File: config.mk
export PLATFORM = sky130hd
export DESIGN_NAME = vsub_seq
export DESIGN_NICKNAME = d
export VERILOG_FILES = /design/src/rtl/vsub_pkg.sv /design/src/rtl/vsub_lane.sv /design/src/rtl/vsub_seq.sv
export SDC_FILE = /design/constraint.sdc
export NUM_CORES = 1
export LEC_CHECK = 0
export BUFFER_PORTS_ARGS = -buffer_cell sky130_fd_sc_hd__buf_2
export CELL_PAD_IN_SITES_DETAIL_PLACEMENT = 0
export CELL_PAD_IN_SITES_GLOBAL_PLACEMENT = 1
export CORE_MARGIN = 2
export CORE_UTILIZATION = 42
export DETAILED_ROUTE_END_ITERATION = 10
export HOLD_SLACK_MARGIN = 0.08
export PLACE_DENSITY_LB_ADDON = 0.1
export RECOVER_POWER = 50
export SLEW_MARGIN = 30
export SYNTH_ARGS = -nofsm -noshare
export SYNTH_HDL_FRONTEND = slang
export SYNTH_SLANG_ARGS = --single-unit
File: constraint.sdc
create_clock -name clock -period 6.4 [get_ports clock]
set_input_delay 1.28 -clock clock [delete_from_list [all_inputs] [get_ports clock]]
set_output_delay 1.28 -clock clock [all_outputs]
set_load 0.03 [all_outputs]
File: src/rtl/vsub_pkg.sv
// Shared definitions for the multicycle packed-vector subtractor (vsub_seq).
// The optional feature macro VSUB_SAT_EN (saturating subtract) is honoured in vsub_lane.
package vsub_pkg;

    // Default vector geometry: LANES lanes of LANE_W bits each.
    localparam int unsigned LANES_DEFAULT  = 4;
    localparam int unsigned LANE_W_DEFAULT = 8;

    // Lane index width for the default geometry.
    localparam int unsigned IDX_W = $clog2(LANES_DEFAULT);

    // Sequencer states.
    typedef enum logic [1:0] {
        StIdle,
        StRun,
        StFlag,
        StDone
    } state_e;

endpackage

File: src/rtl/vsub_lane.sv
// Combinational single-lane subtract returning {borrow, diff}.
// With VSUB_SAT_EN defined, a borrowing lane clamps to zero; borrow is still reported.
module vsub_lane #(
    parameter int unsigned LANE_W = 8
) (
    input  logic [LANE_W-1:0] a_i,
    input  logic [LANE_W-1:0] b_i,
    output logic [LANE_W-1:0] diff_o,
    output logic              borrow_o
);

    logic [LANE_W:0] wide_diff;

    // Extra top bit of the widened subtract is the unsigned borrow.
    always_comb begin
        wide_diff = {1'b0, a_i} - {1'b0, b_i};
        borrow_o  = wide_diff[LANE_W];
`ifdef VSUB_SAT_EN
        diff_o = wide_diff[LANE_W] ? '0 : wide_diff[LANE_W-1:0];
`else
        diff_o = wide_diff[LANE_W-1:0];
`endif
    end

endmodule

File: src/rtl/vsub_seq.sv
// Multicycle packed-vector subtractor: one lane per clock, then a flag cycle, then a done pulse.
// Optional feature macro: VSUB_SAT_EN (unsigned saturating subtract, N forced to 0).
module vsub_seq
    import vsub_pkg::*;
#(
    parameter int unsigned LANES  = LANES_DEFAULT,
    parameter int unsigned LANE_W = LANE_W_DEFAULT
) (
    input  logic                    clock,
    input  logic                    reset,
    input  logic                    start,
    input  logic [LANES*LANE_W-1:0] in1,
    input  logic [LANES*LANE_W-1:0] in2,
    output logic [LANES*LANE_W-1:0] out,
    output logic [LANES-1:0]        borrow,
    output logic                    N,
    output logic                    Z,
    output logic                    busy,
    output logic                    done
);

    // Derived locally so a non-default LANES still gets a correctly sized counter.
    localparam int unsigned IdxW = (LANES > 1) ? $clog2(LANES) : 1;
    localparam int unsigned VecW = LANES * LANE_W;

    state_e            state_q, state_d;
    logic [IdxW-1:0]   idx_q;
    logic [VecW-1:0]   opa_q, opb_q, out_q;
    logic [LANES-1:0]  borrow_q;
    logic              n_q, z_q;
    logic              accept, last_lane;
    logic [LANE_W-1:0] lane_a, lane_b, lane_diff;
    logic              lane_borrow;
    logic              n_next, z_next;

    // A start is taken in IDLE and also in DONE, which allows back-to-back operations.
    assign accept    = start & ((state_q == StIdle) | (state_q == StDone));
    assign last_lane = (idx_q == IdxW'(LANES - 1));

    // State register.
    always_ff @(posedge clock) begin
        if (reset) begin
            state_q <= StIdle;
        end else begin
            state_q <= state_d;
        end
    end

    // Next-state logic.
    always_comb begin
        state_d = state_q;
        unique case (state_q)
            StIdle:  state_d = accept ? StRun : StIdle;
            StRun:   state_d = last_lane ? StFlag : StRun;
            StFlag:  state_d = StDone;
            StDone:  state_d = accept ? StRun : StIdle;
            default: state_d = StIdle;
        endcase
    end

    // Handshake outputs decoded from the state register.
    always_comb begin
        busy = (state_q == StRun) | (state_q == StFlag);
        done = (state_q == StDone);
    end

    // Select the current lane of each latched operand.
    always_comb begin
        lane_a = '0;
        lane_b = '0;
        for (int i = 0; i < int'(LANES); i++) begin
            if (idx_q == IdxW'(i)) begin
                lane_a = opa_q[i*LANE_W +: LANE_W];
                lane_b = opb_q[i*LANE_W +: LANE_W];
            end
        end
    end

    vsub_lane #(
        .LANE_W (LANE_W)
    ) u_lane (
        .a_i      (lane_a),
        .b_i      (lane_b),
        .diff_o   (lane_diff),
        .borrow_o (lane_borrow)
    );

    // Result flags from the completed out register.
    always_comb begin
        n_next = 1'b0;
`ifndef VSUB_SAT_EN
        for (int i = 0; i < int'(LANES); i++) begin
            n_next = n_next | out_q[i*LANE_W + LANE_W - 1];
        end
`endif
        z_next = (out_q == '0);
    end

    // Datapath: operand latch, lane write-back, index counter and flag capture.
    always_ff @(posedge clock) begin
        if (reset) begin
            idx_q    <= '0;
            opa_q    <= '0;
            opb_q    <= '0;
            out_q    <= '0;
            borrow_q <= '0;
            n_q      <= 1'b0;
            z_q      <= 1'b0;
        end else if (accept) begin
            idx_q    <= '0;
            opa_q    <= in1;
            opb_q    <= in2;
            out_q    <= '0;
            borrow_q <= '0;
            n_q      <= 1'b0;
            z_q      <= 1'b0;
        end else if (state_q == StRun) begin
            for (int i = 0; i < int'(LANES); i++) begin
                if (idx_q == IdxW'(i)) begin
                    out_q[i*LANE_W +: LANE_W] <= lane_diff;
                    borrow_q[i]               <= lane_borrow;
                end
            end
            if (!last_lane) begin
                idx_q <= idx_q + IdxW'(1);
            end
        end else if (state_q == StFlag) begin
            n_q <= n_next;
            z_q <= z_next;
        end
    end

    assign out    = out_q;
    assign borrow = borrow_q;
    assign N      = n_q;
    assign Z      = z_q;

endmodule

==> metrics <==
R2R Path End=borrow[2]$_SDFFE_PP0P_; Reg clk slew, reported paths=0.09 ns; clock root buffer=clkbuf_8; HPWL Detailed=9144 µm; die span in y=109.3 µm; crit path from=reset; Vias per Instance=5.151; Syn Inst Count=618; Final period util=70.17%; initial antenna violation count=0; via count=4337; grt total ovfl=0; min cycle time layout=4.491 ns; HP Class=flop to flop; crit path capture type=flop; cell family with most CP delay=buffers and inverters; synthesized net count=702; Starting Density=42.97%; status=finished, violations left; routability cong.=0.8300; failing checks=capacitance limit, slew limit; Slew headroom=-95.44%; Worst Setup EP=borrow[2]$_SDFFE_PP0P_; Yosys top cell by area=dfxtp_1; Nets=782; layout cell share with drive strength beyond 1=17.09%; clk buf depth=2; Clk Latency, worst-skew pair=0.39 ns; H-tree levels=3; sequential area share after synthesis=45.55%; Post-CTS Repair Setup Buffers=0; CP startpoint kind=input port; min-delay src=opb_q[28]$_SDFFE_PP0P_; FMAX=0.2227 GHz; R2R Setup Slk=3.03 ns; Cell Area, Synth=4658 µm²; die width=109.3 µm; largest net degree at the start of global routing=68; Die ar.=11950 µm²; area growth from synthesis to layout=16.41%; vias in the first global route=4008; Routed Antenna Nets=0; initial DRC count=169; CP arrival=4.76 ns; CTS Hold Buffers Added=0; RSZ-0062 raised after global routing=false; most used routing layer=met2; Static Leak=2.159 nW; Resize count post-CTS=0; crit-path max cell delay=2.05 ns; Worst Path Buf+Inv=3; Mean Syn Cell Area=7.538 µm²; CTS tree=built; max cap viols=1; met3 Track Usage GR=5.335%; Total GRT Usage=21.92%; Power Dens Cells=254.3 nW/µm²; setup_tns=0 ns; Rows=38; Antenna Cells=0; # clock sinks=106; met1 Usage GRT=29.56%; maximum vdd drop=0.1537 mV; critical path fanouts, max=67; final setup violation count=0; Core Region=10840 µm²; r2r startpoint=idx_q[1]$_SDFFE_PP0P_; WL final=12640 µm; Pwr Total=1.379 mW; CP required=6.67 ns; worst-margin pin slew=2.932 ns; Worst path depth=6; library cells used by synthesis=33; clock skew=0.008778 ns; synthesis warning total=0; Area contributors post-synth=dfxtp_1 46%, nand2_1 16%, a21oi_1 13%; met2 GRT Util=35.58%; CTS Buf Count=9; Cell Chain, Critical Path=buf_2 -> clkbuf_1 -> nand2b_1 -> buf_4 -> a211o_1 -> o22ai_1; CP max stage cell=clkbuf_1; wire per inst=15.01 µm; reg2reg path depth=16; post-synth top area share=45.55%; Residual DRC=0; Final Hold Vio Count=0; Worst Path Class, Setup=input port to flop; #FFs+latches synth=106; IO Count=107; number of port buffers=106; global-route wire length before repair=19990 µm; Slew Limit Fails=68; router iterations before antenna repair=5
tightest hold or removal path, stage by stage, from the launching register on:
cell and delay (ns):
dfxtp_1 0.32, nand2_1 0.05, a21oi_1 0.05
synthesized netlist by cell type:
library cell	number
a211o_1	2
a211oi_1	13
a21o_1	2
a21oi_1	124
a221oi_1	1
a31oi_2	1
and2_1	5
buf_1	4
buf_2	2
clkbuf_1	37
dfxtp_1	106
fa_1	1
ha_1	16
inv_1	6
mux2i_1	1
nand2_1	194
nand2b_1	2
nand3_1	9
nand3b_1	16
nand4_1	2
nor2_1	30
nor2b_1	2
nor3b_1	1
nor4_1	8
o2111a_1	1
o21a_1	2
o21ai_0	14
o21ai_1	1
o22ai_1	4
o2bb2ai_1	4
or3_1	3
xnor2_1	3
xor2_1	1
state kept, by name, indices dropped and copies added, names as in the netlist:
register	flops
opb_q	32
N	1
state_q	2
out	32
borrow	4
opa_q	32
idx_q	2
Z	1
worst min-delay path by stage:
| stage | to | slack (ns) | cells after the start |
|---|---|---|---|
| 2_1_floorplan | opa_q[0]$_SDFFE_PP0P_ | 0.44 | 2 |
| 3_3_place_gp | opa_q[29]$_SDFFE_PP0P_ | 0.44 | 2 |
| 3_5_place_dp | opa_q[30]$_SDFFE_PP0P_ | 0.45 | 2 |
| 4_1_cts | opa_q[30]$_SDFFE_PP0P_ | 0.46 | 2 |
| 5_1_grt | opa_q[24]$_SDFFE_PP0P_ | 0.48 | 2 |
| 6_report | opb_q[28]$_SDFFE_PP0P_ | 0.46 | 2 |
kinds of logic (layout without fill, tap and decap cells):
group	Yosys count	in the layout	synth area share [%]
flip-flops	106	106	45.55
buffers and inverters	49	133	4.002
XOR/XNOR	4	4	0.7522
AO/OA/AOI/OAI	169	169	20.04
AND/OR/NAND/NOR	272	272	24.71
multiplexers	1	1	0.2149
adder cells (fa/ha/maj)	17	17	4.727
stage by stage:
step	setup slack [ns]	util (%)	hold slack [ns]	instance area, µm²	std cells
global route	1.494	50.02	0.4788	5423	842
CTS	3.013	50.13	0.4623	5434	842
detailed placement	2.948	48.42	0.4496	5249	827
finish	1.909	50.02	0.4625	5423	842
global placement	2.980	48.42	0.4435	5249	827
floorplan	3.380	-	0.4364	4658	618
cell type report:
cell class,count,area [µm²]
Fill cell,1140,5418
Multi-Input combinational cell,463,2355
Sequential cell,106,2122
Timing Repair Buffer,112,563.0
Tap cell,140,175.2
Clock buffer,12,145.1
Clock inverter,3,40.04
Inverter,6,22.52
where the power goes:
part           internal (mW)  switching [mW]  total [mW]
Clock                  0.189           0.219       0.407
Sequential             0.691          0.0225       0.714
Combinational         0.0945           0.164       0.258
layout by cell type, fill, tap and decap left out, types with 3 or more instances in the layout:
| cell | instances |
|---|---|
| o21ai_0 | 14 |
| nand3b_1 | 16 |
| clkbuf_8 | 10 |
| xnor2_1 | 3 |
| nand2_1 | 193 |
| a21oi_1 | 124 |
| nand3_1 | 9 |
| or3_1 | 3 |
| o22ai_1 | 4 |
| and2_1 | 4 |
| o2bb2ai_1 | 4 |
| buf_4 | 5 |
| nor2_1 | 30 |
| clkbuf_1 | 10 |
| nor4_1 | 8 |
| inv_1 | 6 |
| ha_1 | 16 |
| dfxtp_1 | 106 |
| a211oi_1 | 13 |
| buf_2 | 99 |
routing by layer:
layer / vias to the layer above / share of wire [%]
met5: - / 0
met4: 0 / 1.1
met2: 83 / 47
li1: 2234 / -
met1: 2010 / 48
met3: 10 / 4.3
Power figures use the tool's default switching activity.
